$ cat config.mk
export PLATFORM = sky130hd
export DESIGN_NAME = led_frame_tx
export DESIGN_NICKNAME = d
export VERILOG_FILES = /design/src/rtl/led_frame_tx.sv
export SDC_FILE = /design/constraint.sdc
export NUM_CORES = 1
export LEC_CHECK = 0
export BUFFER_PORTS_ARGS = -buffer_cell sky130_fd_sc_hd__buf_4
export CORE_ASPECT_RATIO = 1.25
export CORE_UTILIZATION = 47
export CTS_BUF_LIST = sky130_fd_sc_hd__clkbuf_16
export DETAILED_ROUTE_END_ITERATION = 7
export MAX_ROUTING_LAYER = met4
export PLACE_DENSITY = 0.64
export SYNTH_ARGS = -nofsm -noshare
export SYNTH_HDL_FRONTEND = slang
export SYNTH_SLANG_ARGS = --single-unit
$ cat constraint.sdc
create_clock -name clk -period 2.6 [get_ports clk]
set_input_delay 0.26 -clock clk [delete_from_list [all_inputs] [get_ports clk]]
set_output_delay 0.26 -clock clk [all_outputs]
set_load 0.02 [all_outputs]
$ cat src/rtl/led_frame_tx.sv
// Idle-high serial frame transmitter: start bit, LSB-first data, optional even parity, stop bit.
// Accepts a word in IDLE and holds each bit on tx_out for CLKS_PER_BIT cycles. A start request while busy is dropped.
module led_frame_tx #(
    parameter int CLKS_PER_BIT = 4,
    parameter int DATA_W       = 6,
    parameter int PARITY_EN    = 0
) (
    input  logic              clk,
    input  logic              resetn,
    input  logic              start,
    input  logic [DATA_W-1:0] data,
    output logic              tx_out,
    output logic              busy,
    output logic              done
);

    localparam int              BW       = (DATA_W > 1) ? $clog2(DATA_W) : 1;
    localparam logic [7:0]      CNT_LAST = 8'(CLKS_PER_BIT - 1);
    localparam logic [BW-1:0]   BIT_LAST = BW'(DATA_W - 1);

    typedef enum logic [2:0] {S_IDLE, S_START, S_DATA, S_PARITY, S_STOP} state_t;

    state_t            state_q, state_d;
    logic [7:0]        cnt_q, cnt_d;
    logic [BW-1:0]     bit_q, bit_d;
    logic [DATA_W-1:0] shift_q, shift_d;
    logic              par_q, par_d;
    logic              tx_q, tx_d;
    logic              busy_q, busy_d;
    logic              done_q, done_d;

    logic              bit_end;
    logic [DATA_W-1:0] shift_nx;

    assign bit_end  = (cnt_q == CNT_LAST);
    assign shift_nx = shift_q >> 1;

    always_comb begin
        state_d = state_q;
        cnt_d   = cnt_q;
        bit_d   = bit_q;
        shift_d = shift_q;
        par_d   = par_q;
        tx_d    = tx_q;
        busy_d  = busy_q;
        done_d  = 1'b0;

        if (state_q != S_IDLE) begin
            cnt_d = bit_end ? 8'd0 : cnt_q + 8'd1;
        end

        case (state_q)
            S_IDLE: begin
                cnt_d = 8'd0;
                if (start) begin
                    shift_d = data;
                    par_d   = ^data;
                    bit_d   = '0;
                    state_d = S_START;
                    tx_d    = 1'b0;
                    busy_d  = 1'b1;
                end
            end
            S_START: begin
                if (bit_end) begin
                    state_d = S_DATA;
                    tx_d    = shift_q[0];
                end
            end
            S_DATA: begin
                if (bit_end) begin
                    if (bit_q == BIT_LAST) begin
                        if (PARITY_EN != 0) begin
                            state_d = S_PARITY;
                            tx_d    = par_q;
                        end else begin
                            state_d = S_STOP;
                            tx_d    = 1'b1;
                        end
                    end else begin
                        // tx must present the next bit on the same edge the register shifts
                        bit_d   = bit_q + 1'b1;
                        shift_d = shift_nx;
                        tx_d    = shift_nx[0];
                    end
                end
            end
            S_PARITY: begin
                if (bit_end) begin
                    state_d = S_STOP;
                    tx_d    = 1'b1;
                end
            end
            S_STOP: begin
                if (bit_end) begin
                    state_d = S_IDLE;
                    tx_d    = 1'b1;
                    busy_d  = 1'b0;
                    done_d  = 1'b1;
                end
            end
            default: begin
                state_d = S_IDLE;
                cnt_d   = 8'd0;
                tx_d    = 1'b1;
                busy_d  = 1'b0;
            end
        endcase
    end

    always_ff @(posedge clk) begin
        if (!resetn) begin
            state_q <= S_IDLE;
            cnt_q   <= 8'd0;
            bit_q   <= '0;
            shift_q <= '0;
            par_q   <= 1'b0;
            tx_q    <= 1'b1;
            busy_q  <= 1'b0;
            done_q  <= 1'b0;
        end else begin
            state_q <= state_d;
            cnt_q   <= cnt_d;
            bit_q   <= bit_d;
            shift_q <= shift_d;
            par_q   <= par_d;
            tx_q    <= tx_d;
            busy_q  <= busy_d;
            done_q  <= done_d;
        end
    end

    assign tx_out = tx_q;
    assign busy   = busy_q;
    assign done   = done_q;

endmodule

==> metrics.txt, run 1 <==
CP Class flop to flop; Core Area 2280 sq um; Least-Margin Pin Slew 494 ps; number of port buffers 11; total clock sinks 23; Avg Vias per Cell 5.63; Clock Latency Late Sink 250 ps; Fill cells 225; flop and latch count out of synthesis 23; syn nets 145; Place WS 446 ps; Final Hold Fails 0; CP delay by family, top simple AND/OR/NAND/NOR gates; n_diodes 0; DR iter-0 viols 19; WP data required 2790 ps; routed wire length 2.20 mm; Worst Path Buf+Inv 0; PD cells 577 nW/um^2; die extent in y 58.1 um; maxcap violations 0; top cell type's share of synthesized area 38.9%; Die W 46.9 um; result of the run finished clean; period utilization 83.7%; Detailed Routing Iterations Pass 1 4; CTS buffer count 3; initial core utilization 51.8%; share of cells above drive strength 1 14.2%; clock root cell clkbuf_16; most common cell in the synthesized netlist dfxtp_1; Slowest cell on crit path or4b_4; final number of setup-violating endpoints 0; Setup Skew 1.05 ps; die area 2720 sq um; mean area per synthesized cell 8.89 sq um; P_leak 0.582 nW; worst setup margin 424 ps; Routed Antenna Nets 0; initial antenna violation count 0; HPWL after detailed placement 1.53 mm; GPL Wtd Cong 0.861; Overflow after GRT 0; htree depth 1; DR WL/cell 12.8 um; Synth top cells by count dfxtp_1, nand2_1, o21ai_0, nor2_1; prevailing post-synth register cell dfxtp_1; cell total after placement 168; largest net degree at the start of global routing 23; Total GRT Usage 20.6%; fraction of registers with async set/reset 0%; Worst setup SP type flop; Clock Tree Buf Depth 2; Slew Viols, Final 0; TritonCTS clock tree yes; final-stage net count 154; Clk pin slew, worst setup/hold paths 60 ps; sum of negative setup slack 0 ps; synth top area cells dfxtp_1, o21ai_0, mux2i_1; dpl cell area 1270 sq um; Cell Count, Final, Fillers Out 172; Max VDD drop 0.366 mV; Distinct cells, synth 39; drc violations 0; cells after synthesis 133; Final Critical Period 2180 ps; crit path DAT 2360 ps; synthesized area 1180 sq um; CP Capture Type flop; # rows 19; unrepaired setup endpoints after global routing no; Slew HR 66.6%; IO Pins 12; critical path, cell by cell ha_1 -> or4b_4 -> nor4_4 -> or2_2 -> mux2i_1; fin area 1350 sq um; Seq/Total Area, Yosys 38.9%; Post-synth EDFFs 0; Hold Path Class primary input to flop; CTS resizes 0; crit-path max FO 9; post-synth top area cell dfxtp_1; via count 968; Setup Fix Bufs, Post-CTS 0; Syn. warnings 0; Post-CTS Hold Fix Bufs 0; vias in the first global route 861; f_max 460 MHz; Area Overhead vs Synth 14.1%; CP max stage delay 520 ps; first-pass GRT wire length 3.95 mm
-- cell type report --
class / instances / area, sq um / share of cell area [%]
multi-input cells: 98 / 662 / 49.1
flip-flops and latches: 23 / 460 / 34.1
repair buffers: 13 / 97.6 / 7.24
clock buffers: 3 / 75.1 / 5.57
well taps: 31 / 38.8 / 2.88
inverters: 3 / 11.3 / 0.835
clock inverters: 1 / 3.75 / 0.278
-- layer usage --
layer	wire length, um	track usage, %
met1	1150	29.0
met5	0	-
met4	55	11.0
met2	947	28.0
met3	48	2.80
-- cell usage in the layout, fill, tap and decap left out, types with 2 or more instances in the layout --
| cell type | instances |
|---|---|
| o211a_1 | 5 |
| nand3_1 | 2 |
| o21ai_0 | 13 |
| nand3b_1 | 2 |
| ha_1 | 3 |
| xor2_1 | 6 |
| mux2i_1 | 6 |
| dfxtp_1 | 23 |
| nor3_1 | 3 |
| a21oi_1 | 2 |
| nand2_1 | 14 |
| and2_1 | 2 |
| nand4_1 | 6 |
| a21boi_0 | 2 |
| nor2_1 | 10 |
| buf_4 | 13 |
| clkbuf_16 | 3 |
| nand4b_1 | 2 |
| or3_1 | 3 |
| inv_1 | 4 |
-- where the power goes --
group          total (W)  switching, W  internal (W)
clock network   0.000324      0.000119      0.000205
registers       0.000377    0.00000865      0.000369
logic          0.0000772     0.0000408     0.0000364
-- tightest hold or removal path, cell delays in order --
cell and delay (ps):
buf_4 80, nand3_1 60, o21ai_0 70
-- worst paths after layout --
check	from	end	slack, ps	depth (start not counted)
setup / recovery	cnt_q[0]$_SDFFE_PN0N_	bit_q[1]$_SDFFE_PN0P_	420	5
setup reg to reg	cnt_q[0]$_SDFFE_PN0N_	bit_q[1]$_SDFFE_PN0P_	420	5
hold reg to reg	busy$_SDFFE_PN0P_	busy$_SDFFE_PN0P_	460	2
hold / removal	data[5]	shift_q[5]$_SDFFE_PN0P_	240	3
-- flip-flops by register name, indices dropped and copies added (netlist names) --
signal / cells
busy: 1
state_q: 3
bit_q: 3
cnt_q: 8
shift_q: 6
tx_out: 1
done: 1
-- logic make-up (layout without fill, tap and decap cells) --
family	Yosys count	count (layout)	share of synthesized area, %
flops	23	23	38.9
xor+xnor	7	7	5.19
buf+inv	12	20	5.08
compound gates	28	28	16.3
fa+ha+maj	3	3	3.17
simple gates	54	54	26.2
mux	6	6	5.08
-- through the flow --
stage          power, W  hold slack [ps]  utilization (%)
6_report       0.000778              244             59.1
4_1_cts        0.000789              239             59.1
2_1_floorplan  0.000440              399                -
5_1_grt        0.000819              286             59.1
3_5_place_dp   0.000462              456             55.6
3_3_place_gp   0.000461              448             55.6
No activity file was read; power rests on OpenSTA's default activity.
==> run 2: changes to the inputs <==
==> constraint.sdc (replaced) <==
create_clock -name clk -period 2.1 [get_ports clk]
set_input_delay 0.21 -clock clk [delete_from_list [all_inputs] [get_ports clk]]
set_output_delay 0.21 -clock clk [all_outputs]
set_load 0.02 [all_outputs]
==> run 2 against run 1 <==
Clock-buffer cell count stayed put. Cell area grew 2.3%. Total power increased by 26%. Clock skew grew 3.8 ps. Register-to-register slack worse by 300 ps. Sequential power increased by 25%. Combinational power up 26%. Fmax is 10% higher. Final cell count rose by 2.3%. Clock power rose by 27%. First-iteration DRC count is 5.3% higher. Worst setup slack worse by 300 ps. Critical path type unchanged. Largest cell class unchanged.
==> metrics.txt, run 2 (synthesis gave the netlist of run 1 again) <==
result of the run finished clean (unchanged); Hold Path Class primary input to flop (unchanged); Slew HR 68.4% (was 66.6%); CP Class flop to flop (unchanged); maxcap violations 0 (unchanged); Final Critical Period 1970 ps (was 2180 ps); Core Util, Final 60.5% (was 59.1%); P_leak 0.603 nW (was 0.582 nW); clock root cell clkbuf_16 (unchanged); Worst setup SP type flop (unchanged); die area 2720 sq um (unchanged); routed wire length 2.44 mm (was 2.20 mm); CP Capture Type flop (unchanged); Slew Viols, Final 0 (unchanged); largest net degree at the start of global routing 23 (unchanged); htree depth 1 (unchanged); period utilization 94.0% (was 83.7%); IO Pins 12 (unchanged); most flop-heavy register cnt_q (unchanged); Tot Pwr 0.000977 W (was 0.000778 W); Cell Count, Final, Fillers Out 176 (was 172); Avg Vias per Cell 5.64 (was 5.63); Clock Tree Buf Depth 2 (unchanged); Register-to-Register Setup Slack 130 ps (was 420 ps); Place WS 83.9 ps (was 446 ps); TritonCTS clock tree yes (unchanged); Fill cells 212 (was 225); Clk pin slew, worst setup/hold paths 60 ps (about the same); HPWL after detailed placement 1.74 mm (was 1.53 mm); drc violations 0 (unchanged); register area 462 sq um (was 460 sq um); Final Hold Fails 0 (unchanged); first-pass GRT wire length 4.24 mm (was 3.95 mm); PD cells 708 nW/um^2 (was 577 nW/um^2); f_max 506 MHz (was 460 MHz); worst setup margin 125 ps (was 424 ps); Least-Margin Pin Slew 473 ps (was 494 ps); DR WL/cell 13.8 um (was 12.8 um); crit path DAT 2150 ps (was 2360 ps); Clock Latency Late Sink 260 ps (was 250 ps); Total GRT Usage 22.2% (was 20.6%); initial antenna violation count 0 (unchanged); cell total after placement 172 (was 168); total clock sinks 23 (unchanged); die extent in y 58.1 um (unchanged); unrepaired setup endpoints after global routing no (unchanged); Overflow after GRT 0 (unchanged); Die W 46.9 um (unchanged); most common cell after layout, fill and taps aside dfxtp_1 (unchanged); final number of setup-violating endpoints 0 (unchanged); initial core utilization 51.8% (unchanged); WP data required 2280 ps (was 2790 ps); share of cells above drive strength 1 17.2% (was 14.2%); Core Area 2280 sq um (unchanged); GPL Wtd Cong 0.812 (was 0.861); DR iter-0 viols 20 (was 19); via count 992 (was 968); vias in the first global route 931 (was 861); Routed Antenna Nets 0 (unchanged); crit-path max FO 5 (was 9); sum of negative setup slack 0 ps (unchanged); final-stage net count 158 (was 154); Setup Skew 4.81 ps (was 1.05 ps); number of port buffers 11 (unchanged); # rows 19 (unchanged); Multi-input gate area 662 sq um (unchanged); leading registers by flop count cnt_q x8, shift_q x6 (unchanged); Area Overhead vs Synth 16.7% (was 14.1%); Detailed Routing Iterations Pass 1 4 (unchanged); CTS buffer count 3 (unchanged); Max VDD drop 0.431 mV (was 0.366 mV); max reg flops 8 (unchanged); commonest cells after routing, fill and taps aside dfxtp_1, buf_4, nand2_1 (was dfxtp_1, nand2_1, o21ai_0, buf_4, nor2_1); Post-CTS Hold Fix Bufs 0 (unchanged); n_diodes 0 (unchanged)
-- run 2: cell type report --
class / instances / share of cell area (%)
inverter: 3 / 0.816
multi-input combinational: 98 / 48.0
clock inverter: 1 / 0.272
tap: 31 / 2.81
sequential: 23 / 33.5
timing repair buffer: 17 / 9.25
clock buffer: 3 / 5.44
-- run 2: timing repair --
action / 4_1_cts / 5_1_grt
gates resized for setup: 0 / 1
buffers inserted: 0 / 0
hold endpoints to repair: 0 / 0
endpoints found under the setup margin: 0 / 1
-- run 2: worst paths after layout --
| path | startpoint | end | cells after the start |
|---|---|---|---|
| worst max-delay path | cnt_q[1]$_SDFFE_PN0N_ | tx_out$_SDFFE_PN1P_ | 5 |
| worst min-delay path | data[5] | shift_q[5]$_SDFFE_PN0P_ | 3 |
| worst max register to register | cnt_q[1]$_SDFFE_PN0N_ | tx_out$_SDFFE_PN1P_ | 5 |
| worst min register to register | busy$_SDFFE_PN0P_ | busy$_SDFFE_PN0P_ | 2 |
-- run 2: power breakdown --
group,total (W),leakage [nW],internal [W],switching [W]
sequential,0.000470,0.188,0.000456,0.0000134
clock,0.000410,0.0423,0.000254,0.000156
combinational,0.0000969,0.373,0.0000459,0.0000510
total,0.000977,0.603,0.000757,0.000220
-- run 2: critical path: stages, from the launching register on --
cell,delay [ps]
dfxtp_2,360
ha_1,160
or4b_4,500
or3_1,410
a32o_1,260
a32oi_1,200
-- run 2: per-stage QoR --
stage | area [sq um] | hold WS [ps]
floorplan | 1180 | 349
global placement | 1300 | 438
detailed placement | 1300 | 452
CTS | 1380 | 175
global route | 1380 | 189
finish | 1380 | 178
-- run 2: layer usage --
| metal | global-route usage (%) | up-vias | share of wire, % | wire length [um] |
|---|---|---|---|---|
| met5 | - | - | 0 | 0 |
| met1 | 29.9 | 470 | 47 | 1150 |
| li1 | - | 501 | - | - |
| met3 | 2.80 | 5 | 2.0 | 48 |
| met2 | 31.3 | 16 | 48 | 1180 |
| met4 | 12.2 | 0 | 2.5 | 60 |
==> run 3: changes to the inputs <==
--- a/config.mk
+++ b/config.mk
@@ -12,6 +12,7 @@
 export DETAILED_ROUTE_END_ITERATION = 7
 export MAX_ROUTING_LAYER = met4
 export PLACE_DENSITY = 0.64
+export RECOVER_POWER = 100
 export SYNTH_ARGS = -nofsm -noshare
 export SYNTH_HDL_FRONTEND = slang
 export SYNTH_SLANG_ARGS = --single-unit
==> run 3 against run 2 <==
Final cell count unchanged. Utilization is 1.2 points lower. Sequential power about the same. Cell area shrank 1.9%. Clock power is essentially flat. Die area is the same. Register-to-register slack better by 20 ps. Hold slack hardly changed. Total power is 0.56% lower. First-iteration DRC count fell by 20%. Global-route usage did not move. Sequential cell count is the same. Critical path type unchanged. Highest routed layer unchanged.
==> metrics.txt, run 3 (synthesis gave the netlist of run 1 again) <==
first-pass GRT wire length 4.24 mm (unchanged); worst setup margin 141 ps (was 125 ps); Slew Viols, Final 0 (unchanged); routed wire length 2.45 mm (was 2.44 mm); dpl cell area 1300 sq um (unchanged); Place WS 83.9 ps (unchanged); P_leak 0.592 nW (was 0.603 nW); Overflow after GRT 0 (unchanged); WP data required 2290 ps (was 2280 ps); result of the run finished clean (unchanged); number of port buffers 11 (unchanged); Hold Path Class primary input to flop (unchanged); final-stage net count 158 (unchanged); PD cells 717 nW/um^2 (was 708 nW/um^2); Avg Vias per Cell 5.70 (was 5.64); via count 1004 (was 992); Setup Skew 5.35 ps (was 4.81 ps); Slew HR 68.9% (was 68.4%); crit-path max FO 9 (was 5); maxcap violations 0 (unchanged); Clock Latency Late Sink 260 ps (about the same); R2R depth 5 (unchanged); Max VDD drop 0.431 mV (about the same); TritonCTS clock tree yes (unchanged); hold path depth 3 (unchanged); DR WL/cell 13.9 um (was 13.8 um); Fill cells 220 (was 212); most common cell after layout, fill and taps aside dfxtp_1 (unchanged); final number of setup-violating endpoints 0 (unchanged); crit path DAT 2150 ps (about the same); largest net degree at the start of global routing 23 (unchanged); hold path start data[5] (unchanged); sum of negative setup slack 0 ps (unchanged); Total GRT Usage 22.2% (unchanged); leading registers by flop count cnt_q x8, shift_q x6 (unchanged); CP Class flop to flop (unchanged); worst r2r dst bit_q[1]$_SDFFE_PN0P_ (was tx_out$_SDFFE_PN1P_); most flop-heavy register cnt_q (unchanged); HPWL after detailed placement 1.74 mm (unchanged); max reg flops 8 (unchanged); Detailed Routing Iterations Pass 1 4 (unchanged); Final Critical Period 1960 ps (was 1970 ps); IO Pins 12 (unchanged); fin area 1350 sq um (was 1380 sq um); Worst Hold End shift_q[5]$_SDFFE_PN0P_ (unchanged); CP Capture Type flop (unchanged); Least-Margin Pin Slew 466 ps (was 473 ps); period utilization 93.3% (was 94.0%); clock root cell clkbuf_16 (unchanged); Core Area 2280 sq um (unchanged); drc violations 0 (unchanged); htree depth 1 (unchanged); Clk pin slew, worst setup/hold paths 60 ps (about the same); GPL Wtd Cong 0.812 (unchanged); CTS buffer count 3 (unchanged); n_diodes 0 (unchanged); Final Hold Fails 0 (unchanged); initial core utilization 51.8% (unchanged); DR iter-0 viols 16 (was 20); total clock sinks 23 (unchanged); share of cells above drive strength 1 14.5% (was 17.2%); Critical R2R Launch cnt_q[1]$_SDFFE_PN0N_ (unchanged); Register-to-Register Setup Slack 140 ps (was 130 ps); die area 2720 sq um (unchanged); vias in the first global route 931 (unchanged); Area Overhead vs Synth 14.5% (was 16.7%); Worst setup SP type flop (unchanged); f_max 511 MHz (was 506 MHz); die extent in y 58.1 um (unchanged); Clock Tree Buf Depth 2 (unchanged); Die W 46.9 um (unchanged); initial antenna violation count 0 (unchanged); unrepaired setup endpoints after global routing no (unchanged); Post-CTS Hold Fix Bufs 0 (unchanged); commonest cells after routing, fill and taps aside dfxtp_1, nand2_1, buf_4 (was dfxtp_1, buf_4, nand2_1); # rows 19 (unchanged); Routed Antenna Nets 0 (unchanged)
-- run 3: layout make-up --
type                       instances  area (sq um)  area share [%]
multi-input combinational         98           647            47.8
sequential                        23           462            34.1
timing repair buffer              17           116            8.60
clock buffer                       3          75.1            5.55
tap                               31          38.8            2.87
inverter                           3          11.3           0.832
clock inverter                     1          3.75           0.277
-- run 3: critical path, cell delays in order (launching register included) --
cell,delay [ps]
dfxtp_2,360
ha_1,160
or4b_4,490
nor4_1,390
or2_2,290
mux2i_1,200
-- run 3: worst max-delay path by stage --
stage                           from                      end  slack [ps]  cells past startpoint
2_1_floorplan  cnt_q[0]$_SDFFE_PN0N_      tx_out$_SDFFE_PN1P_         130                      5
3_3_place_gp   cnt_q[1]$_SDFFE_PN0N_      tx_out$_SDFFE_PN1P_         160                      5
3_5_place_dp   cnt_q[1]$_SDFFE_PN0N_      tx_out$_SDFFE_PN1P_          80                      5
4_1_cts        cnt_q[1]$_SDFFE_PN0N_      tx_out$_SDFFE_PN1P_          70                      5
5_1_grt        cnt_q[1]$_SDFFE_PN0N_  shift_q[0]$_SDFFE_PN0P_          60                      6
6_report       cnt_q[1]$_SDFFE_PN0N_    bit_q[1]$_SDFFE_PN0P_         140                      5
-- run 3: per-stage QoR --
stage / std cells / utilization (%) / total power, W / hold slack (ps)
finish: 176 / 59.3 / 0.000971 / 179
CTS: 176 / 60.4 / 0.000985 / 175
floorplan: 133 / - / 0.000545 / 349
global placement: 172 / 57.0 / 0.000572 / 438
global route: 176 / 59.3 / 0.00101 / 189
detailed placement: 172 / 57.0 / 0.000576 / 452
-- run 3: layer usage --
layer / vias to the layer above / part of all wire (%) / GRT usage, %
met2: 22 / 48 / 31.3
met4: 0 / 2.4 / 12.2
met3: 6 / 2.9 / 2.80
met1: 470 / 47 / 29.9
met5: - / 0 / -
li1: 506 / - / -
-- run 3: report_power, final --
part           internal, W  switching (W)
combinational    0.0000419      0.0000509
sequential        0.000456      0.0000132
clock             0.000254       0.000155
total             0.000753       0.000219
-- run 3: timing repair --
action	CTS	global route
gates resized for setup	0	1
setup endpoints to repair	0	1
setup buffers	0	0
